### src/rtl/matmul_pkg.sv
// Shared types and constants for the matrix-multiplier sequencer.
// The MAC output register adds one cycle between en_MAC_out and a valid y.
package matmul_pkg;

    typedef enum logic [2:0] {
        IDLE,
        CLR,
        LOAD,
        READ,
        DRAIN,
        OUTLD,
        CAPT,
        HOLD
    } state_t;

    localparam int MAC_OUT_LAT = 1;

    // Four worst-case products fit without overflow.
    function automatic int resW(input int inW);
        return 2 * inW + 2;
    endfunction

endpackage

### src/rtl/en_delay_line.sv
// Delays the memory read enable by RD_LAT cycles so that en_MAC lines up with valid doutb.
module en_delay_line #(
    parameter int RD_LAT = 1
) (
    input  logic clk,
    input  logic rst,
    input  logic en_i,
    output logic en_o
);

    logic [RD_LAT-1:0] pipe_q;

    generate
        if (RD_LAT == 1) begin : g_single
            always_ff @(posedge clk) begin
                if (rst) pipe_q <= '0;
                else     pipe_q <= en_i;
            end
        end else begin : g_multi
            always_ff @(posedge clk) begin
                if (rst) pipe_q <= '0;
                else     pipe_q <= {pipe_q[RD_LAT-2:0], en_i};
            end
        end
    endgenerate

    assign en_o = pipe_q[RD_LAT-1];

endmodule

### src/rtl/matmul_seq_ctrl.sv
// Job sequencer for matrix_multiplier: loads one row/column pair of vectors,
// streams them through the MAC and hands back the dot product.
module matmul_seq_ctrl
    import matmul_pkg::*;
#(
    parameter int In_W       = 8,
    parameter int In_D_Add_W = 4,
    parameter int In_Items   = 6,
    parameter int RD_LAT     = 1,
    localparam int RES_W     = resW(In_W)
) (
    input  logic                   clk,
    input  logic                   rst,
    input  logic                   start,
    input  logic                   in_valid,
    output logic                   in_ready,
    input  logic signed [In_W-1:0] in_row,
    input  logic signed [In_W-1:0] in_col,
    output logic                   ena_r,
    output logic                   ena_c,
    output logic                   wea_r,
    output logic                   wea_c,
    output logic [In_D_Add_W-1:0]  addra_r,
    output logic [In_D_Add_W-1:0]  addra_c,
    output logic signed [In_W-1:0] din_r,
    output logic signed [In_W-1:0] din_c,
    output logic                   enb_r,
    output logic                   enb_c,
    output logic [In_D_Add_W-1:0]  addrb_r,
    output logic [In_D_Add_W-1:0]  addrb_c,
    output logic                   clr,
    output logic                   en_MAC,
    output logic                   en_MAC_out,
    input  logic signed [RES_W-1:0] y,
    output logic                   res_valid,
    input  logic                   res_ready,
    output logic signed [RES_W-1:0] result,
    output logic                   busy
);

    localparam logic [In_D_Add_W-1:0] LastAddr  = In_D_Add_W'(In_Items - 1);
    localparam logic [7:0]            DrainLast = 8'(RD_LAT - 1);
    localparam logic [7:0]            CaptLast  = 8'(MAC_OUT_LAT - 1);

    state_t                   state_q, state_d;
    logic [In_D_Add_W-1:0]    wrAddr_q, wrAddr_d;
    logic [In_D_Add_W-1:0]    rdAddr_q, rdAddr_d;
    logic [7:0]               phaseCnt_q, phaseCnt_d;
    logic signed [RES_W-1:0]  result_q, result_d;

    always_ff @(posedge clk) begin
        if (rst) begin
            state_q    <= IDLE;
            wrAddr_q   <= '0;
            rdAddr_q   <= '0;
            phaseCnt_q <= '0;
            result_q   <= '0;
        end else begin
            state_q    <= state_d;
            wrAddr_q   <= wrAddr_d;
            rdAddr_q   <= rdAddr_d;
            phaseCnt_q <= phaseCnt_d;
            result_q   <= result_d;
        end
    end

    always_comb begin
        state_d    = state_q;
        wrAddr_d   = wrAddr_q;
        rdAddr_d   = rdAddr_q;
        phaseCnt_d = phaseCnt_q;
        result_d   = result_q;
        in_ready   = 1'b0;
        ena_r      = 1'b0;
        ena_c      = 1'b0;
        wea_r      = 1'b0;
        wea_c      = 1'b0;
        addra_r    = '0;
        addra_c    = '0;
        din_r      = '0;
        din_c      = '0;
        enb_r      = 1'b0;
        enb_c      = 1'b0;
        addrb_r    = '0;
        addrb_c    = '0;
        clr        = 1'b0;
        en_MAC_out = 1'b0;
        res_valid  = 1'b0;
        busy       = (state_q != IDLE);

        unique case (state_q)
            IDLE: begin
                if (start) state_d = CLR;
            end
            CLR: begin
                clr      = 1'b1;
                wrAddr_d = '0;
                state_d  = LOAD;
            end
            LOAD: begin
                in_ready = 1'b1;
                if (in_valid) begin
                    ena_r    = 1'b1;
                    ena_c    = 1'b1;
                    wea_r    = 1'b1;
                    wea_c    = 1'b1;
                    addra_r  = wrAddr_q;
                    addra_c  = wrAddr_q;
                    din_r    = in_row;
                    din_c    = in_col;
                    wrAddr_d = wrAddr_q + 1'b1;
                    if (wrAddr_q == LastAddr) begin
                        rdAddr_d = '0;
                        state_d  = READ;
                    end
                end
            end
            READ: begin
                enb_r    = 1'b1;
                enb_c    = 1'b1;
                addrb_r  = rdAddr_q;
                addrb_c  = rdAddr_q;
                rdAddr_d = rdAddr_q + 1'b1;
                if (rdAddr_q == LastAddr) begin
                    phaseCnt_d = '0;
                    state_d    = DRAIN;
                end
            end
            // Wait for the last read to leave the enable delay line.
            DRAIN: begin
                if (phaseCnt_q == DrainLast) begin
                    phaseCnt_d = '0;
                    state_d    = OUTLD;
                end else begin
                    phaseCnt_d = phaseCnt_q + 8'd1;
                end
            end
            OUTLD: begin
                en_MAC_out = 1'b1;
                state_d    = CAPT;
            end
            CAPT: begin
                if (phaseCnt_q == CaptLast) begin
                    result_d = y;
                    state_d  = HOLD;
                end else begin
                    phaseCnt_d = phaseCnt_q + 8'd1;
                end
            end
            HOLD: begin
                res_valid = 1'b1;
                if (res_ready) state_d = IDLE;
            end
            default: state_d = IDLE;
        endcase
    end

    en_delay_line #(
        .RD_LAT(RD_LAT)
    ) u_enDelay (
        .clk (clk),
        .rst (rst),
        .en_i(enb_r),
        .en_o(en_MAC)
    );

    assign result = result_q;

endmodule

### config.mk
export PLATFORM = sky130hd
export DESIGN_NAME = matmul_seq_ctrl
export DESIGN_NICKNAME = d
export VERILOG_FILES = /design/src/rtl/matmul_pkg.sv /design/src/rtl/en_delay_line.sv /design/src/rtl/matmul_seq_ctrl.sv
export SDC_FILE = /design/constraint.sdc
export NUM_CORES = 1
export LEC_CHECK = 0
export ABC_AREA = 1
export BUFFER_PORTS_ARGS = -buffer_cell sky130_fd_sc_hd__buf_4
export CAP_MARGIN = 20
export CORE_MARGIN = 2
export CORE_UTILIZATION = 49
export CTS_CLUSTER_DIAMETER = 50
export DETAILED_ROUTE_END_ITERATION = 8
export PLACE_DENSITY = 0.92
export SYNTH_ARGS = -nofsm -noshare
export SYNTH_HDL_FRONTEND = slang
export SYNTH_SLANG_ARGS = --single-unit
### constraint.sdc
create_clock -name clk -period 3.2 [get_ports clk]
set_clock_uncertainty 0.2 [all_clocks]
set_input_delay 0.16 -clock clk [delete_from_list [all_inputs] [get_ports clk]]
set_output_delay 0.16 -clock clk [all_outputs]
set_load 0.02 [all_outputs]
==> results of run 1 <==
[worst max-delay path by stage]
| stage | slack (ps) | to | start |
|---|---|---|---|
| final | 930 | result[12] | phaseCnt_q[0] |
| after global routing | 800 | result[9] | phaseCnt_q[0] |
| after CTS | 990 | result[2] | phaseCnt_q[0] |
| after detailed placement | 1040 | result[1] | phaseCnt_q[0] |
| after global placement | 1170 | result[16] | phaseCnt_q[0] |
| after floorplan | 1190 | addra_r[3] | state_q[2] |
[worst max-delay path: stages (launching register included)]
cell and delay (ps):
dfxtp_1 340, inv_1 90, ha_1 140, nor3b_1 290, nand3_2 470, inv_2 440, nor2_1 70, nor2_1 160
[routing by layer]
metal | share of wire | routed length [um] | track usage | vias up
met5 | 0 | 0 | 0 | -
met4 | 0.038 | 226 | 0.140 | 0
met3 | 0.089 | 523 | 0.0536 | 25
met2 | 0.51 | 3020 | 0.480 | 109
met1 | 0.36 | 2100 | 0.237 | 1023
li1 | - | - | - | 1148
[final cells by class]
| type | count | area [um^2] |
|---|---|---|
| inverters | 50 | 188 |
| multi-input cells | 199 | 972 |
| clock inverters | 3 | 68.8 |
| fillers | 296 | 967 |
| flip-flops and latches | 38 | 761 |
| well taps | 50 | 62.6 |
| repair buffers | 119 | 941 |
| clock buffers | 5 | 68.8 |
[state kept, by name, summed over array words and instances (netlist names)]
name,cells
phaseCnt_q,8
result,18
rdAddr_q,4
state_q,3
u_enDelay.en_o,1
wrAddr_q,4
[synthesized netlist by cell type]
cell type,instances
o211ai_1,1
nand2_1,33
nand4_1,1
buf_6,2
nor3b_1,1
ha_1,6
inv_1,43
xor2_1,2
o21ai_1,14
o21ai_0,11
a21oi_2,2
dfxtp_1,38
or2_1,1
o21a_1,1
o21bai_1,1
buf_4,12
nand3_2,1
nand3_1,14
a31o_2,1
a21oi_1,10
nor2_4,1
nand3b_1,1
inv_2,7
nand2_8,1
nand2_2,5
clkbuf_1,3
nor2_2,3
buf_2,4
nor3_1,10
nor2_1,78
[cell families (layout without fill, tap and decap cells)]
group	after synthesis	after routing	share of synthesized area
buffers and inverters	71	177	0.161
and+or+nand+nor	150	150	0.318
AOI/OAI and AO/OA	41	41	0.108
xor gates and xnor gates	2	2	0.00849
DFF	38	38	0.368
adders and majority gates	6	6	0.0364
[report_power, final]
| group | switching (mW) | leakage, nW | total, mW | internal (mW) |
|---|---|---|---|---|
| sequential | 0.0189 | 0.307 | 0.505 | 0.486 |
| combinational | 0.166 | 1.16 | 0.288 | 0.123 |
| clock | 0.188 | 0.0683 | 0.500 | 0.312 |
[what timing repair did]
action                                 4_1_cts  5_1_grt
gates resized for setup                      0        0
hold buffers                                19        0
endpoints found under the hold margin       26        0
setup endpoints to repair                    0        0
==> results.tsv, run 1 <==
metric	value	unit
status	finished clean	
gp_congestion	0.862	
die_h	68.9	um
hp-start	start	
num_antenna_cells	0	
min_period	2270	ps
dpl.cell_count	437	
viasPerCell	4.97	
cts_buffers	5	
slew_violations	0	
setup_viol	0	
min_path_cells	4	
worstRegToRegCells	7	
fin_area	3060	um^2
criticalPathCategory	reg2reg	
grt_pass1_wl	8600	um
timing.fmax	0.440	GHz
fin_setup_tns	0	ps
final_core_util	0.760	
pre_cts_ws	1040	ps
nets	458	
layout_commonest_cell	buf_4	
synth.area.top_cells	dfxtp_1 37%, nor2_1 14%, inv_1 7.8%, nand2_1 6.0%, buf_4 4.4%	
r2r_slack	930	ps
drc_errors	0	
fin_ws	928	ps
postCtsSetupBuffers	0	
leakagePower	1.54	nW
whs	91.0	ps
synth_cell_type_count	30	
ios	101	
critPathArrivalTime	2300	ps
synth_area	2060	um^2
first_iter_violations	155	
cts_tree	yes	
ys_ff_latch	38	
grt_use_total	0.247	
grt-ovfl-total	0	
grt_setup_unrepaired	false	
clk_latency	300	ps
grt_pass1_vias	2043	
initial_core_util	0.512	
die_width	68.9	um
p_per_area	423	nW/um^2
hp-class	in2reg	
maxCapViolCount	0	
core_area	4030	um^2
crit_required	3230	ps
syn_nets	353	
total_power	1.29	mW
htree_levels	2	
synth.largest_area_cell	dfxtp_1	
synth_area_per_cell	6.70	um^2
regToRegEndpoint	result[12]	
syn_inst	308	
yosysSeqAreaShare	0.368	
yosysWarnings	0	
ant_nets	0	
die-area	4750	um^2
grt_max_degree	28	
clock_sinks	38	
area_growth	48.3	%
post-route-period-util	0.710	
crit_fanout	21	
rows	23	
first_pass_iters	4	
critPathLaunchType	flop	
placed_area	2730	um^2
most-common-layout-cells	100 x buf_4, 78 x nor2_1, 43 x inv_1	
wirelength	5870	um
slew_headroom	0.507	
hold_viol	0	
drive_above_1_share	0.312	
clk_pin_slew	80	ps
clock_path_buffers	2	
worst_setup_path_end_kind	flop	
dpl.hpwl	3910	um
worst_hold_path.endpoint	state_q[0]	
tightest_slew	739	ps
cts_root_buf	clkbuf_8	
synth_top_area_share	0.368	
r2r_start	phaseCnt_q[0]	
port_buffers	100	
max-vdd-ir-drop	0.000306	V
vias	2305	
antenna_found_initial	0	
drt-wirelength-per-cell	12.7	um
final_cells	464	
Note: power is estimated with default switching activity, not from simulation.
==> run 2: changes to the inputs <==
Settings changed: CORE_UTILIZATION 49 to 46, PLACE_DENSITY 0.92 to 0.88.
Clock period 3.2 ns to 2.1 ns, I/O delays scaled along.
==> results.tsv, run 2 (synthesis results as in run 1) <==
metric	value	unit
regToRegEndpoint	result[14]	
nFillCells	348	
net-switching-power	540	uW
min_period	1910	ps
post-route-period-util	0.909	
wl_met1	2120	um
cp.buffers_inverters	3	
fin_setup_tns	0	ps
core_area	4320	um^2
vias	2238	
dr_wl_met3	473	um
wl_met2	2790	um
largest_reg_flops	18	
clock_path_buffers	2	
path_common_cell	nor2_1	
critPathArrivalTime	1940	ps
multi_input_area	977	um^2
clock_sinks	38	
crit_start	phaseCnt_q[0]	
first_iter_violations	121	
cts_root_buf	clkbuf_8	
maxCapViolCount	0	
fin_ws	192	ps
grt-ovfl-total	0	
crit_slowest_cell	dfxtp_1	
viasPerCell	4.78	
ios	101	
layout_commonest_cell	buf_4	
max_stage_delay	340	ps
initial_core_util	0.477	
rows	24	
worst_setup_path_end_kind	flop	
swShare	0.311	
critPathTopFamily	simple AND/OR/NAND/NOR gates	
intPower	1.20	mW
hp-class	in2reg	
critPathLaunchType	flop	
seq_area	763	um^2
wirelength	5460	um
pwr-share-clk	0.301	
hold_viol	0	
setup_viol	0	
max-vdd-ir-drop	0.000479	V
die_h	71.0	um
r2r_slack	190	ps
slew_headroom	0.792	
gp_congestion	0.861	
htree_levels	2	
crit_required	2130	ps
crit_path_end	result[14]	
power_frac_comb	0.255	
slew_violations	0	
grt_max_degree	24	
area_growth	47.6	%
dpl.hpwl	3980	um
clk_pin_slew	80	ps
die_width	71.0	um
grt_pass1_wl	8870	um
pwr-share-seq	0.444	
timing.fmax	0.524	GHz
leakagePower	1.53	nW
crit_cells	8	
most-common-layout-cells	102 x buf_4, 78 x nor2_1, 42 x inv_1	
status	finished clean	
tightest_slew	310	ps
criticalPathCategory	reg2reg	
pre_cts_ws	197	ps
ant_nets	0	
grt_use_total	0.219	
antenna_found_initial	0	
drive_above_1_share	0.322	
drt-wirelength-per-cell	11.7	um
r2r_start	phaseCnt_q[0]	
drc_errors	0	
worstRegToRegCells	8	
grt_pass1_vias	1994	
num_antenna_cells	0	
clk_latency	290	ps
cts_tree	yes	
port_buffers	100	
crit_fanout	21	
crit_chain	inv_1 > ha_1 > nor3b_1 > nand3_2 > buf_4 > inv_2 > nor2_1 > nor2_1	
p_per_area	569	nW/um^2
highest_layer	met4	
nets	460	
grt_setup_unrepaired	false	
die-area	5040	um^2
first_pass_iters	4	
cts_buffers	5	
==> run 2: cell count changes in the layout (fill, tap and decap cells not counted) <==
cell,delta
buf_4,+2
bufinv_16,-2
clkbuf_8,+1
clkinv_2,+1
clkinv_4,-1
clkinvlp_4,+2
dfxtp_1,-2
dfxtp_2,+2
inv_1,-1
nand2_2,-1
nand2_4,+1
==> run 2: power groups by stage <==
stage          sequential, mW  clock [mW]  combinational, mW
3_5_place_dp            0.785           0              0.408
3_3_place_gp            0.785           0              0.400
6_report                0.770       0.523              0.442
4_1_cts                 0.769       0.535              0.439
2_1_floorplan           0.789           0              0.245
5_1_grt                 0.774       0.570              0.482
==> run 2: area by class of cell <==
class	count	share of cell area
Multi-Input combinational cell	199	0.321
Timing Repair Buffer	121	0.314
Clock inverter	2	0.00411
Inverter	50	0.0628
Clock buffer	6	0.0271
Tap cell	52	0.0213
Sequential cell	38	0.250
==> run 2: routing by layer <==
metal / global-route usage / up-vias
li1: - / 1155
met1: 0.238 / 989
met2: 0.403 / 86
met3: 0.0698 / 8
met4: 0.0671 / 0
met5: 0 / -
==> run 2: through the flow <==
stage	util	cell area, um^2	cells	power, mW	hold slack (ps)
2_1_floorplan	-	2060	308	1.03	52.0
3_3_place_gp	0.636	2750	441	1.19	142
3_5_place_dp	0.636	2750	441	1.19	153
4_1_cts	0.703	3040	468	1.74	35.2
5_1_grt	0.705	3050	468	1.83	86.2
6_report	0.705	3050	468	1.74	43.1
==> run 2: worst reg2reg max path: stages, from the launching register on <==
cell and delay [ps]:
dfxtp_1 340, inv_1 90, ha_1 140, nor3b_1 300, nand3_2 100, buf_4 230, inv_2 260, nor2_1 70
nor2_1 120
==> run 2: worst min path at each step <==
stage | startpoint | end | slack, ps | cells after the start
after detailed placement | y[8] | result[8] | 150 | 3
after floorplan | y[2] | result[2] | 50 | 2
final | start | state_q[0] | 40 | 4
after global routing | start | state_q[0] | 90 | 4
after global placement | y[6] | result[6] | 140 | 3
after CTS | start | state_q[0] | 40 | 4
==> run 2: timing repair <==
item                                    4_1_cts  5_1_grt
pin swaps                                     0        0
buffers inserted                              0        0
hold buffers                                 19        0
endpoints found under the setup margin        4        7
endpoints found under the hold margin        27        0
gates resized for setup                       1        3
==> run 3: changes to the inputs <==
Settings changed: PLACE_DENSITY 0.88 to 0.87, SYNTH_HIERARCHICAL from default to 1.
==> results.tsv, run 3 <==
metric	value	unit
synth_cell_type_count	29	
grt_use_total	0.222	
viasPerCell	4.93	
ys.flop_type	dfxtp_1	
seq_area	761	um^2
critPathArrivalTime	1590	ps
multi_input_area	1100	um^2
r2r_start	phaseCnt_q[0]	
num_antenna_cells	0	
criticalPathCategory	reg2out	
synth_area	2130	um^2
antenna_found_initial	0	
crit_slowest_cell	dfxtp_1	
cts_root_buf	clkbuf_8	
async_reset_ff_frac	0	
first_iter_violations	96	
layout_commonest_cell	buf_4	
cts_tree	yes	
dpl.hpwl	4040	um
max_stage_delay	460	ps
initial_core_util	0.484	
final_core_util	0.704	
clock_path_buffers	2	
nFillCells	344	
vias	2375	
hp-class	in2reg	
gp_congestion	0.919	
synth_area_per_cell	6.63	um^2
power_frac_comb	0.373	
pwr-share-clk	0.242	
syn_nets	367	
swShare	0.377	
port_buffers	100	
yosysSeqAreaShare	0.356	
synth_xor_xnor_area_share	0.00410	
area_growth	45.5	%
critPathLaunchType	flop	
drive_above_1_share	0.288	
grt_max_degree	21	
ant_nets	0	
synthMuxAreaShare	0	
nets	474	
synthSimpleGateAreaFrac	0.359	
setup_viol	0	
yosysMostFrequentCell	nor2_1	
postCtsSetupBuffers	0	
die_width	72.1	um
ios	101	
yosysWarnings	6	
synth_top_family_by_area	simple AND/OR/NAND/NOR gates	
crit_chain	nand2_1 > nor2_4 > inv_1 > nor2_1 > buf_4	
hold_buffers	19	
synth.largest_area_cell	dfxtp_1	
p_per_area	691	nW/um^2
ys_ff_latch	38	
grt_setup_unrepaired	false	
synth_top_area_share	0.356	
die-area	5200	um^2
cts_buffers	5	
hp-start	res_ready	
syn_inst	322	
clk_latency	290	ps
pwr-share-seq	0.385	
total_power	2.15	mW
grt-ovfl-total	0	
htree_levels	2	
core_area	4410	um^2
grt_pass1_wl	9360	um
first_pass_iters	4	
grt_pass1_vias	2229	
yosys-top-cells-count	79 x nor2_1, 59 x nand2_1, 38 x dfxtp_1, 32 x inv_1, 17 x o21ai_0	
synth_adder_area_share	0.0352	
maxCapViolCount	0	
status	finished clean	
net-switching-power	808	uW
fin_setup_tns	0	ps
intPower	1.34	mW
rows	24	
synth.area.top_cells	dfxtp_1 36%, nor2_1 14%, nand2_1 10%, inv_1 5.6%, buf_4 4.2%	
clk_pin_slew	70	ps
worst_setup_path_end_kind	output port	
crit_fanout	7	
slew_violations	0	
synth_compound_area_frac	0.116	
largest_reg_flops	18	
worstRegToRegCells	10	
drt-wirelength-per-cell	11.9	um
min_path_cells	7	
ctsResizeCount	0	
max-vdd-ir-drop	0.000565	V
leakagePower	1.55	nW
timing.fmax	0.526	GHz
hold_viol	0	
crit_start	state_q[1]	
wirelength	5740	um
die_h	72.1	um
crit_required	1790	ps
most-common-layout-cells	102 x buf_4, 79 x nor2_1, 59 x nand2_1	
post-route-period-util	0.904	
clock_sinks	38	
min_period	1900	ps
slew_headroom	0.732	
synth_edf_count	0	
drc_errors	0	
tightest_slew	399	ps
## run 3: cell count changes in the layout (fill, tap and decap cells not counted), sizes merged, moves of 3 or more
cell	previous run	this run
nand3	15	11
inv	49	35
o21ai	25	28
nand2	39	64
## run 3: stage by stage
| stage | instance area [um^2] | hold WS [ps] | cells | worst slack [ps] |
|---|---|---|---|---|
| floorplan | 2130 | -28.1 | 322 | 322 |
| global placement | 2820 | 125 | 455 | 397 |
| detailed placement | 2820 | 134 | 455 | 314 |
| CTS | 3110 | 126 | 482 | 204 |
| global route | 3110 | 189 | 482 | 82.8 |
| finish | 3110 | 140 | 482 | 201 |
## run 3: kinds of logic after synthesis
logic type	count (synthesis)
and+or+nand+nor	173
buffers and inverters	57
AOI/OAI and AO/OA	47
DFF	38
adders and majority gates	6
xor gates and xnor gates	1
## run 3: critical path: cells and delay by family, from the launching register on
kind	cells	cell delay [ps]
flip-flops	1	460
AND/OR/NAND/NOR	3	530
buffers and inverters	2	320
## run 3: worst paths after layout
check / end / slack, ps
max reg2reg: phaseCnt_q[0] / 290
max: addrb_c[1] / 200
min: state_q[0] / 140
min reg2reg: phaseCnt_q[5] / 290
## run 3: power by group through the flow
stage	combinational [mW]	sequential, mW	clock (mW)
2_1_floorplan	0.514	0.837	0
3_3_place_gp	0.766	0.836	0
3_5_place_dp	0.771	0.841	0
4_1_cts	0.801	0.825	0.530
5_1_grt	0.880	0.834	0.557
6_report	0.800	0.826	0.520
## run 3: area by class of cell
| cell class | count | share of cell area |
|---|---|---|
| well taps | 52 | 0.0210 |
| inverters | 36 | 0.0435 |
| clock inverters | 1 | 0.00161 |
| flip-flops and latches | 38 | 0.245 |
| clock buffers | 7 | 0.0278 |
| multi-input cells | 227 | 0.353 |
| repair buffers | 121 | 0.308 |
## run 3: per-layer routing
layer  up-vias  GRT usage  share of wire
li1       1209          -              -
met1      1057      0.251           0.41
met2        99      0.410           0.51
met3        10     0.0514          0.071
met4         0     0.0671          0.013
met5         -          0              0
